<file path="config.mk">
export PLATFORM = sky130hd
export DESIGN_NAME = icon_plotter
export DESIGN_NICKNAME = d
export VERILOG_FILES = /design/src/rtl/icon_pkg.sv /design/src/rtl/icon_rom.sv /design/src/rtl/icon_plotter.sv
export SDC_FILE = /design/constraint.sdc
export NUM_CORES = 1
export LEC_CHECK = 0
export CORE_MARGIN = 2
export CORE_UTILIZATION = 45
export DETAILED_ROUTE_END_ITERATION = 10
export GPL_TIMING_DRIVEN = 0
export PLACE_DENSITY = 0.67
export SLEW_MARGIN = 20
export SYNTH_ARGS = -nofsm -noshare
export SYNTH_HDL_FRONTEND = slang
export SYNTH_SLANG_ARGS = --single-unit
</file>
<file path="constraint.sdc">
create_clock -name clock -period 2.68 [get_ports clock]
set_input_delay 0.67 -clock clock [delete_from_list [all_inputs] [get_ports clock]]
set_output_delay 0.67 -clock clock [all_outputs]
set_load 0.01 [all_outputs]
</file>
<file path="src/rtl/icon_pkg.sv">
// Shared definitions for the icon plotter and anything else that draws
// room/status icons: icon encodings, FSM states, screen geometry and bitmaps.
package icon_pkg;

  typedef enum logic [1:0] {
    ICON_LIGHT = 2'd0,
    ICON_DOOR  = 2'd1,
    ICON_SOLID = 2'd2,
    ICON_ERASE = 2'd3
  } icon_e;

  typedef enum logic [1:0] {
    ST_IDLE   = 2'd0,
    ST_DRAW   = 2'd1,
    ST_FINISH = 2'd2
  } state_e;

  localparam int         SCREEN_W_DEF  = 160;
  localparam int         SCREEN_H_DEF  = 120;
  localparam logic [2:0] BG_COLOUR_DEF = 3'b000;

  // Bitmaps are 8x8, packed row-major from the top-left pixel down to bit 0,
  // so pixel (row,col) lives at bit 63 - (row*8 + col).
  localparam int          BITMAP_W    = 8;
  localparam int          BITMAP_H    = 8;
  localparam logic [63:0] LIGHT_BITS  = 64'h18_3C_7E_7E_3C_18_18_3C;
  localparam logic [63:0] DOOR_BITS   = 64'h7E_42_42_42_46_42_42_7E;

  function automatic logic bitmapPixel(input logic [63:0] bits,
                                       input logic [2:0]  row,
                                       input logic [2:0]  col);
    logic [5:0] idx;
    idx = {row, col};
    return bits[~idx];
  endfunction

endpackage

</file>
<file path="src/rtl/icon_rom.sv">
// Combinational icon bitmap lookup: (icon, row, col) -> foreground bit.
// Pixels outside the 8x8 bitmap read as background except for the solid block.
module icon_rom
  import icon_pkg::*;
(
  input  logic [1:0] icon_sel_i,
  input  logic [3:0] row_i,
  input  logic [3:0] col_i,
  output logic       pixel_o
);

  logic inBitmap;

  assign inBitmap = (row_i < 4'(BITMAP_H)) && (col_i < 4'(BITMAP_W));

  always_comb begin
    pixel_o = 1'b0;
    case (icon_e'(icon_sel_i))
      ICON_LIGHT: pixel_o = inBitmap && bitmapPixel(LIGHT_BITS, row_i[2:0], col_i[2:0]);
      ICON_DOOR:  pixel_o = inBitmap && bitmapPixel(DOOR_BITS, row_i[2:0], col_i[2:0]);
      ICON_SOLID: pixel_o = 1'b1;
      ICON_ERASE: pixel_o = 1'b0;
      default:    pixel_o = 1'b0;
    endcase
  end

endmodule

</file>
<file path="src/rtl/icon_plotter.sv">
// Walks an ICON_W x ICON_H window in raster order from a latched base point
// and emits one clipped, registered VGA pixel write per clock.
module icon_plotter
  import icon_pkg::*;
#(
  parameter int         ICON_W    = 8,
  parameter int         ICON_H    = 8,
  parameter int         SCREEN_W  = SCREEN_W_DEF,
  parameter int         SCREEN_H  = SCREEN_H_DEF,
  parameter logic [2:0] BG_COLOUR = BG_COLOUR_DEF
) (
  input  logic       clock,
  input  logic       reset,
  input  logic       start,
  input  logic [7:0] base_x,
  input  logic [6:0] base_y,
  input  logic [1:0] icon_sel,
  input  logic [2:0] colour_in,
  output logic       busy,
  output logic       done,
  output logic [7:0] vga_x,
  output logic [6:0] vga_y,
  output logic [2:0] vga_colour,
  output logic       plot
);

  localparam int CW = (ICON_W > 1) ? $clog2(ICON_W) : 1;
  localparam int RW = (ICON_H > 1) ? $clog2(ICON_H) : 1;

  state_e        state_q, state_d;
  logic [CW-1:0] col_q, col_d;
  logic [RW-1:0] row_q, row_d;
  logic [7:0]    baseX_q, baseX_d;
  logic [6:0]    baseY_q, baseY_d;
  logic [1:0]    sel_q, sel_d;
  logic [2:0]    colour_q, colour_d;
  logic          busy_q, busy_d;
  logic          done_q, done_d;
  logic          plot_q, plot_d;
  logic [7:0]    vgaX_q, vgaX_d;
  logic [6:0]    vgaY_q, vgaY_d;
  logic [2:0]    vgaColour_q, vgaColour_d;

  logic [8:0] sumX;
  logic [7:0] sumY;
  logic       onScreen;
  logic       romPixel;
  logic       lastCol;
  logic       lastRow;

  // Sums are one bit wider than the screen coordinates so that icons hanging
  // off the right/bottom edge are clipped instead of wrapping to column/row 0.
  assign sumX     = {1'b0, baseX_q} + 9'(col_q);
  assign sumY     = {1'b0, baseY_q} + 8'(row_q);
  assign onScreen = (sumX < 9'(SCREEN_W)) && (sumY < 8'(SCREEN_H));
  assign lastCol  = (col_q == CW'(ICON_W - 1));
  assign lastRow  = (row_q == RW'(ICON_H - 1));

  icon_rom u_rom (
    .icon_sel_i (sel_q),
    .row_i      (4'(row_q)),
    .col_i      (4'(col_q)),
    .pixel_o    (romPixel)
  );

  always_comb begin
    state_d     = state_q;
    col_d       = col_q;
    row_d       = row_q;
    baseX_d     = baseX_q;
    baseY_d     = baseY_q;
    sel_d       = sel_q;
    colour_d    = colour_q;
    busy_d      = 1'b0;
    done_d      = 1'b0;
    plot_d      = 1'b0;
    vgaX_d      = vgaX_q;
    vgaY_d      = vgaY_q;
    vgaColour_d = vgaColour_q;

    case (state_q)
      ST_IDLE: begin
        if (start) begin
          baseX_d  = base_x;
          baseY_d  = base_y;
          sel_d    = icon_sel;
          colour_d = colour_in;
          col_d    = '0;
          row_d    = '0;
          busy_d   = 1'b1;
          state_d  = ST_DRAW;
        end
      end

      ST_DRAW: begin
        busy_d      = 1'b1;
        plot_d      = onScreen;
        vgaX_d      = sumX[7:0];
        vgaY_d      = sumY[6:0];
        vgaColour_d = (sel_q != ICON_ERASE && romPixel) ? colour_q : BG_COLOUR;
        if (lastCol) begin
          col_d = '0;
          if (lastRow) begin
            state_d = ST_FINISH;
          end else begin
            row_d = row_q + 1'b1;
          end
        end else begin
          col_d = col_q + 1'b1;
        end
      end

      // Output registers lag the state by one cycle, so done appears on the
      // edge that returns the FSM to IDLE.
      ST_FINISH: begin
        done_d  = 1'b1;
        state_d = ST_IDLE;
      end

      default: state_d = ST_IDLE;
    endcase
  end

  always_ff @(posedge clock) begin
    if (reset) begin
      state_q     <= ST_IDLE;
      col_q       <= '0;
      row_q       <= '0;
      baseX_q     <= '0;
      baseY_q     <= '0;
      sel_q       <= '0;
      colour_q    <= '0;
      busy_q      <= 1'b0;
      done_q      <= 1'b0;
      plot_q      <= 1'b0;
      vgaX_q      <= '0;
      vgaY_q      <= '0;
      vgaColour_q <= '0;
    end else begin
      state_q     <= state_d;
      col_q       <= col_d;
      row_q       <= row_d;
      baseX_q     <= baseX_d;
      baseY_q     <= baseY_d;
      sel_q       <= sel_d;
      colour_q    <= colour_d;
      busy_q      <= busy_d;
      done_q      <= done_d;
      plot_q      <= plot_d;
      vgaX_q      <= vgaX_d;
      vgaY_q      <= vgaY_d;
      vgaColour_q <= vgaColour_d;
    end
  end

  assign busy       = busy_q;
  assign done       = done_q;
  assign plot       = plot_q;
  assign vga_x      = vgaX_q;
  assign vga_y      = vgaY_q;
  assign vga_colour = vgaColour_q;

endmodule

</file>
; Word level (Yosys, flattened, before mapping)
; Memory sizes are Yosys's and may differ from the RTL's.
; Index checks and enable logic that the tools add are counted.
[op_classes]
n_addsub = 4
n_lt_le_gt_ge = 5
eq_ne = 12
n_mux = 17
n_bitwise = 2
n_reduce_logical = 13
[op_table]
columns = cell, n
row1 = 3-bit 2-to-1 mux, 5
row2 = 3-bit one-hot mux with 2 select lines, 2
row3 = "2-bit != test, second input constant", 5
row4 = 8-bit by 3-bit adder with 9-bit output, 1
row5 = "9-bit by 8-bit less-than comparator with 1-bit output, second input constant", 1
row6 = 7-bit by 3-bit adder with 8-bit output, 1
row7 = "3-bit by 4-bit less-than comparator with 1-bit output, second input constant", 2
row8 = "8-bit by 7-bit less-than comparator with 1-bit output, second input constant", 1
row9 = "6-bit by 7-bit less-than comparator with 1-bit output, second input constant", 1
row10 = "3-bit by 1-bit adder with 3-bit output, second input constant", 2
row11 = "2-bit equality test, second input constant", 3
row12 = "3-bit equality test, second input constant", 2
row13 = 2-bit 2-to-1 mux, 3
row14 = 6-bit NOT, 1
row15 = 1-bit logical AND, 5
row16 = "2-bit by 1-bit equality test with 1-bit output, second input constant", 2
row17 = 2-bit logical NOT, 2
row18 = 1-bit 2-to-1 mux, 4
row19 = 1-bit one-hot mux with 4 select lines, 1
row20 = 2-bit one-hot mux with 2 select lines, 1
row21 = 2-bit AND reduction, 2
row22 = 4-bit AND reduction, 1
row23 = 3-bit AND reduction, 1
row24 = 1-bit one-hot mux with 2 select lines, 1
row25 = 3 further kinds, 3
[totals]
register_bits = 49
romBits = 128
inputBits = 23
out_inout_bits = 21
elab_cells = 68
n_memories = 2
[memory_table]
columns = memory, depth, word_bits, rd, rd_clocked_by_memory_dff, wr, line
row1 = (name not given), 64, 1, 1, 0, 0, icon_pkg.sv:34  ; return bits[~idx];
row2 = (name not given), 64, 1, 1, 0, 0, icon_pkg.sv:34

; Logic depth before layout (Yosys ltp)
; Gate-level depths: netlist of run 1.
[depth]
word_depth = 7
depth_mapped = 7
ltp_nobuf = 7

; Modules after synthesis
; A second synthesis of run 1 with hierarchy kept.
[unflattened]
cells_unflattened = 305
area_unflattened_um2 = 2597.5
[modules_own_cells]
columns = module, instances, cells_per_inst, area_per_inst_um2, seq_area_each_um2
row1 = icon_plotter, 1, 264, 2284.7, 980.9
row2 = icon_rom, 1, 41, 312.8, 0.0

; Worst setup path after synthesis of run 1
; No wires, ideal clock.
[synth_timing]
kind = reg2reg
startpoint = reg col_q[1]
endpoint = reg vgaColour_q[0], in the netlist vga_colour[0]
setup_ns = 0.060
arrival_ns = 1.825
required_time_ns = 2.620
setup_slack_ns = 0.796
stages_incl_launch_ff = 7
path_buffers = 0
synth_period_minus_slack_ns = 1.884
path_cell_list = dfxtp_1 ha_1 nand2b_1 mux4_2 a2111oi_4 nand3_1 nand2_1
[synth_between]
elab_chain_len = 7
elab_cells_between_ends = 12
cone_classes = order compare (1) / mux (4) / bitwise (1) / reduce/logical (4) / memory (2)
[synth_lines]
columns = item, line
row1 = from (decl), icon_plotter.sv:31  ; logic [CW-1:0] col_q, col_d;
row2 = from (signal assigned), icon_plotter.sv:141  ; col_q <= col_d;
row3 = 6-bit NOT, icon_pkg.sv:34
row4 = memory 64 x 1 bit, n/a
row5 = 1-bit 2-to-1 mux (not written as such), icon_pkg.sv:34
row6 = 1-bit logical AND (on tied branches), "icon_rom.sv:20, icon_rom.sv:19"
row7 = 1-bit one-hot mux with 4 select lines *, icon_rom.sv:18  ; case (icon_e'(icon_sel_i))
row8 = 1-bit logical AND *, icon_plotter.sv:100  ; vgaColour_d = (sel_q != ICON_ERASE && romPixel) ? colour_q : BG_COLOUR;
row9 = 3-bit 2-to-1 mux *, icon_plotter.sv:100
row10 = to (signal assigned), icon_plotter.sv:152  ; vgaColour_q <= vgaColour_d;
row11 = to (decl), icon_plotter.sv:42  ; logic [2:0] vgaColour_q, vgaColour_d;
; Every way passes the cells marked *; elsewhere a longest branch is shown, timed or not. The select of a mux whose other input is x is not followed.
; A chain may end at the register's enable or synchronous reset.

; Final worst setup path of run 1
; Ends and elaborated chain as after synthesis.

==> results.ini, run 1 <==
[power_and_ir_drop]
vdd_drop_max_mv=0.254
combPwrFrac=0.160
swShare=0.268
power.switching_uw=397
p_per_area_nw_per_um2=488
p_int_uw=1080
p_leak_uw=0.00116
seq_power_share=0.542
clock_power_share=0.299

[synth]
syn_area_um2=2430
synth_cell_types=40
syn_nets=330
ys_ff_latch=49
synthArstFlopShare=0
ys_warn_count=0
yosysSeqAreaShare=0.404
synth_edf_count=0
synth_flop_cell=dfxtp_1
avgSynthCellArea_um2=8.35
synthCells=291

[die]
io_pins=44
die_area_um2=6000
core_um2=5170
rows=26
dieWidth_um=77.5
initial_core_util=0.470
die_y_um=77.5

[clock_tree]
clk_root_buffer_cell=clkbuf_8
cts_setup_buffers=0
cts_tree=done
cts_sinks=49
clk_pin_slew_ps=90
clk_latency_ps=300
clockBufferDepth=2
cts_made_buffers=5
cts_resized=0
h-tree-depth=2
postCtsHoldBufs=0

[finish]
seq_area_um2=981
fillers=500
multi_input_area_um2=1370
fin_nets=380
drive_gt1_frac=0.0411
fin_util=0.587
antenna_cells=0
area_growth_pct=25.0

[sta]
rsz0062_at_grt=no
finalSetupTns_ps=0
setup_ws_ps=508
fin_crit_ps=2170
relSlewSlack=0.622
finalSetupViolCount=0
drv_slew=0
skew_ps=6.99
finalCritPeriodShare=0.811
final_hold_viol_count=0
fmax_mhz=460
tightest_slew_ps=567
worst_hold_slack_ps=465

[setup_path]
crit_path_end_kind=flip-flop
crit_fanout=9
start_kind=flip-flop
crit_type=reg2reg
critPathArrivalTime_ps=2410
required_ps=2920

[place]
dp_hpwl_mm=4.15
place_ws_ps=286
place.gp.congestion=0.799
portBuffers=43

[global_routing]
grtUsageTotal=0.203
overflow=0
grt_max_degree=15
grt_pass1_vias=2046
antenna_found_initial=0
grt_pass1_wl_mm=9.76

[run_status]
status=complete, no violations

[route]
drcViolationCount=0
vias=2178
drt_iter0_drc=129
ant_nets=0
drt_first_pass_iters=4
wl_per_cell_um=14.2
viasPerCell=5.30
wl_mm=5.83

[hold_path]
min_path_type=reg2reg

[flow_run]
cap_violations=0

==> final timing paths <==
path,cells after the start,start,end,slack (ps)
max,6,col_q[1]$_SDFFE_PP0P_,vga_colour[0]$_SDFFE_PP0P_,510
min,2,baseX_q[2]$_SDFFE_PP0P_,baseX_q[2]$_SDFFE_PP0P_,470
max reg2reg,6,col_q[1]$_SDFFE_PP0P_,vga_colour[0]$_SDFFE_PP0P_,510
min reg2reg,2,baseX_q[2]$_SDFFE_PP0P_,baseX_q[2]$_SDFFE_PP0P_,470
==> cell families after synthesis <==
| logic type | Yosys count | share of synthesized area |
|---|---|---|
| xor+xnor | 11 | 0.0396 |
| flops | 49 | 0.404 |
| fa+ha+maj | 16 | 0.0886 |
| buf+inv | 21 | 0.0335 |
| simple gates | 120 | 0.218 |
| mux | 5 | 0.0268 |
| compound gates | 69 | 0.190 |
==> area by class of cell <==
| type | instances | area share |
|---|---|---|
| Multi-Input combinational cell | 221 | 0.450 |
| Timing Repair Buffer | 43 | 0.142 |
| Clock buffer | 6 | 0.0272 |
| Clock inverter | 1 | 0.00247 |
| Sequential cell | 49 | 0.323 |
| Inverter | 5 | 0.00618 |
| Tap cell | 70 | 0.0288 |
| Buffer | 16 | 0.0206 |
==> flip-flops by register name, summed over array words and instances (netlist names) <==
register,flops
busy,1
done,1
row_q,3
state_q,2
colour_q,3
col_q,3
sel_q,2
vga_colour,3
baseY_q,7
vga_y,7
baseX_q,8
plot,1
vga_x,8
==> per-layer routing <==
| layer | wire length (um) | global-route usage |
|---|---|---|
| met5 | 0 | 0 |
| met4 | 55 | 0.0536 |
| met3 | 294 | 0.0291 |
| met2 | 2780 | 0.347 |
| met1 | 2700 | 0.269 |
==> synth_stat cells, drive strengths merged (2+ instances only) <==
| cell | number | share of area |
|---|---|---|
| fa | 2 | 0.016 |
| nand2b | 8 | 0.021 |
| o21ai | 3 | 0.0062 |
| nor2b | 3 | 0.0077 |
| a311oi | 4 | 0.014 |
| buf | 2 | 0.0041 |
| clkbuf | 14 | 0.022 |
| nand3 | 10 | 0.021 |
| a2111oi | 3 | 0.019 |
| nand2 | 64 | 0.099 |
| nand3b | 2 | 0.0062 |
| dfxtp | 49 | 0.40 |
| nand4 | 3 | 0.0077 |
| ha | 14 | 0.072 |
| nor4 | 2 | 0.0051 |
| inv | 5 | 0.0077 |
| a21oi | 36 | 0.074 |
| xor2 | 5 | 0.018 |
| a211oi | 8 | 0.025 |
| or3 | 2 | 0.0051 |
| mux2i | 2 | 0.0082 |
| nor2 | 21 | 0.032 |
| o311a | 2 | 0.0082 |
| xnor2 | 6 | 0.022 |
| a21o | 4 | 0.012 |
| mux2 | 2 | 0.0093 |
| a32oi | 3 | 0.011 |
==> through the flow <==
stage | cell area, um2 | cells | power, uW
final | 3040 | 411 | 1480
after global routing | 3040 | 411 | 1560
after CTS | 3040 | 411 | 1500
after detailed placement | 2950 | 404 | 1060
after global placement | 2950 | 404 | 1050
after floorplan | 2430 | 291 | 944
==> power groups by stage <==
stage	logic (uW)	registers [uW]	clock network (uW)
after global routing	262	810	488
after floorplan	125	819	0
after detailed placement	237	819	0
after CTS	238	802	456
final	237	802	442
after global placement	234	818	0
==> critical path, stage by stage, from the launching register on <==
cell	delay (ps)
dfxtp_1	570
ha_1	360
nand2b_1	90
mux4_2	500
a2111oi_4	420
nand3_1	120
nand2_1	70
==> cell usage in the layout (no fill, tap or decap), types with 6 or more instances in the layout <==
master and n:
nand2_1 64, dfxtp_1 49, clkdlybuf4s50_1 43, a21oi_1 36, nor2_1 21, clkbuf_1 14
ha_1 14, nand3_1 10, nand2b_1 8, a211oi_1 8, xnor2_1 6, clkbuf_8 6
Power figures use the tool's default switching activity.
==> inputs of run 2 (changes only) <==
- PLACE_DENSITY: 0.67 -> 0.7
- clock period: 2.68 -> 1.8 ns (I/O delays scaled with it)
==> results.ini, run 2 (same netlist as run 1, synthesis figures left out) <==
[clock_tree]
clk_pin_slew_ps=90  ; about the same
clk_root_buffer_cell=clkbuf_8  ; unchanged
clk_latency_ps=310  ; was 300 ps
postCtsHoldBufs=0  ; unchanged
cts_made_buffers=5  ; unchanged
h-tree-depth=2  ; unchanged
clockBufferDepth=2  ; unchanged
cts_sinks=49  ; unchanged
cts_tree=done  ; unchanged

[die]
core_um2=5170  ; unchanged
rows=26  ; unchanged
io_pins=44  ; unchanged
dieWidth_um=77.5  ; unchanged
die_area_um2=6000  ; unchanged
initial_core_util=0.470  ; unchanged
die_y_um=77.5  ; unchanged

[setup_path]
r2r-start=col_q[0]$_SDFFE_PP0P_  ; was col_q[1]$_SDFFE_PP0P_
required_ps=2050  ; was 2920 ps
r2r_cells=6  ; unchanged
path_delay_family=multiplexers  ; was flip-flops
path_cells=inv_4 -> ha_2 -> mux4_2 -> a2111oi_4 -> nand3_1 -> nand2_1  ; was ha_1 -> nand2b_1 -> mux4_2 -> a2111oi_4 -> nand3_1 -> nand2_1
crit_type=reg2reg  ; unchanged
cpPeakStageDelay_ps=500  ; was 570 ps
r2r_end=vga_colour[1]$_SDFFE_PP0P_  ; was vga_colour[0]$_SDFFE_PP0P_
crit_fanout=6  ; was 9
worst-path-buf-inv=1  ; was 0
crit_path_end_kind=flip-flop  ; unchanged
critPathArrivalTime_ps=2020  ; was 2410 ps
start_kind=flip-flop  ; unchanged
cp_slowest_cell=mux4_2  ; was dfxtp_1
reg2reg_slack_ps=30  ; was 510 ps

[sta]
final_hold_viol_count=0  ; unchanged
finalCritPeriodShare=0.985  ; was 0.811
fin_crit_ps=1770  ; was 2170 ps
rsz0062_at_grt=yes  ; was no
fmax_mhz=564  ; was 460 MHz
relSlewSlack=0.610  ; was 0.622
worst_hold_slack_ps=469  ; was 465 ps
drv_slew=0  ; unchanged
tightest_slew_ps=585  ; was 567 ps
skew_ps=11.8  ; was 6.99 ps
finalSetupViolCount=0  ; unchanged

[run_status]
status=complete, no violations  ; unchanged

[route]
ant_nets=0  ; unchanged
wl_mm=5.90  ; was 5.83 mm
vias=2198  ; was 2178
viasPerCell=5.30  ; about the same
drt_iter0_drc=102  ; was 129
drt_first_pass_iters=4  ; unchanged
wl_per_cell_um=14.2  ; about the same
drcViolationCount=0  ; unchanged

[finish]
stdcell_count=415  ; was 411
fillers=446  ; was 500
final_common_cell=nand2_1  ; unchanged
area_growth_pct=30.9  ; was 25.0%
antenna_cells=0  ; unchanged
final_area_um2=3180  ; was 3040 um2
fin_util=0.615  ; was 0.587
layout_common_cells=nand2_1, dfxtp_1, clkdlybuf4s50_1  ; unchanged
fin_nets=384  ; was 380
drive_gt1_frac=0.130  ; was 0.0411

[place]
dp_hpwl_mm=4.18  ; was 4.15 mm
portBuffers=43  ; unchanged
dpl_cell_area_um2=2950  ; about the same
place.gp.congestion=0.818  ; was 0.799
dp_cells=404  ; unchanged

[global_routing]
grt_pass1_wl_mm=9.46  ; was 9.76 mm
grt_pass1_vias=1993  ; was 2046
grt_max_degree=15  ; unchanged
antenna_found_initial=0  ; unchanged
grtUsageTotal=0.199  ; was 0.203
overflow=0  ; unchanged

[power_and_ir_drop]
total_power_uw=2200  ; was 1480 uW
p_leak_uw=0.00118  ; was 0.00116 uW
vdd_drop_max_mv=0.401  ; was 0.254 mV
p_per_area_nw_per_um2=691  ; was 488 nW/um2

[hold_path]
hold_end=vga_colour[1]$_SDFFE_PP0P_  ; was baseX_q[2]$_SDFFE_PP0P_
min_path_type=reg2reg  ; unchanged
hp-start=vga_colour[1]$_SDFFE_PP0P_  ; was baseX_q[2]$_SDFFE_PP0P_
hold-path-cell-count=2  ; unchanged

[flow_run]
cap_violations=0  ; unchanged

[run 2: changes by cell type in the layout (fill, tap and decap cells not counted), sizes merged]
cell and change:
buf +3, clkbuf +1, clkinv +1, clkinvlp -1
[run 2: what timing repair did]
| item | CTS | global route |
|---|---|---|
| endpoints found under the setup margin | 9 | 39 |
| resized for setup | 20 | 19 |
| pin swaps | 5 | 4 |
| buffers inserted | 4 | 0 |
[run 2: final cells by class]
cell class / instances / area (um2) / area share
Buffer: 16 / 70.1 / 0.0220
Clock buffer: 6 / 72.6 / 0.0228
Clock inverter: 1 / 8.76 / 0.00275
Inverter: 5 / 21.3 / 0.00669
Multi-Input combinational cell: 221 / 1460 / 0.460
Sequential cell: 49 / 995 / 0.313
Tap cell: 70 / 87.6 / 0.0275
Timing Repair Buffer: 47 / 464 / 0.146
[run 2: worst max-delay path by stage]
stage / from / to / slack (ps) / cells after the start
global placement: reset / vga_x[6]$_SDFFE_PP0P_ / -320 / 4
global route: col_q[0]$_SDFFE_PP0P_ / vga_colour[0]$_SDFFE_PP0P_ / -60 / 6
finish: col_q[0]$_SDFFE_PP0P_ / vga_colour[1]$_SDFFE_PP0P_ / 30 / 6
detailed placement: reset / vga_x[6]$_SDFFE_PP0P_ / -330 / 4
floorplan: col_q[0]$_SDFFE_PP0P_ / vga_colour[0]$_SDFFE_PP0P_ / 20 / 6
CTS: col_q[0]$_SDFFE_PP0P_ / vga_x[6]$_SDFFE_PP0P_ / 2 / 7
[run 2: through the flow]
step / setup TNS, ps / setup slack [ps]
floorplan: 0 / 19.6
global placement: -11420 / -315
detailed placement: -12610 / -331
CTS: 0 / 1.57
global route: -157 / -55.4
finish: 0 / 26.7
[run 2: power breakdown]
group	total, uW	switching (uW)	internal [uW]
registers	1200	55.8	1140
logic	370	189	180
clock network	634	365	270
total	2200	610	1590
[run 2: worst min-delay path, stage by stage (launching register included)]
cell and delay [ps]:
dfxtp_1 340, a32oi_1 50, nand2_1 50
[run 2: metal layers]
layer,GRT usage,up-vias,routed length [um]
met5,0,-,0
met4,0.0518,0,70
met3,0.0442,8,262
met2,0.325,54,2710
met1,0.266,1006,2850
li1,-,1130,-
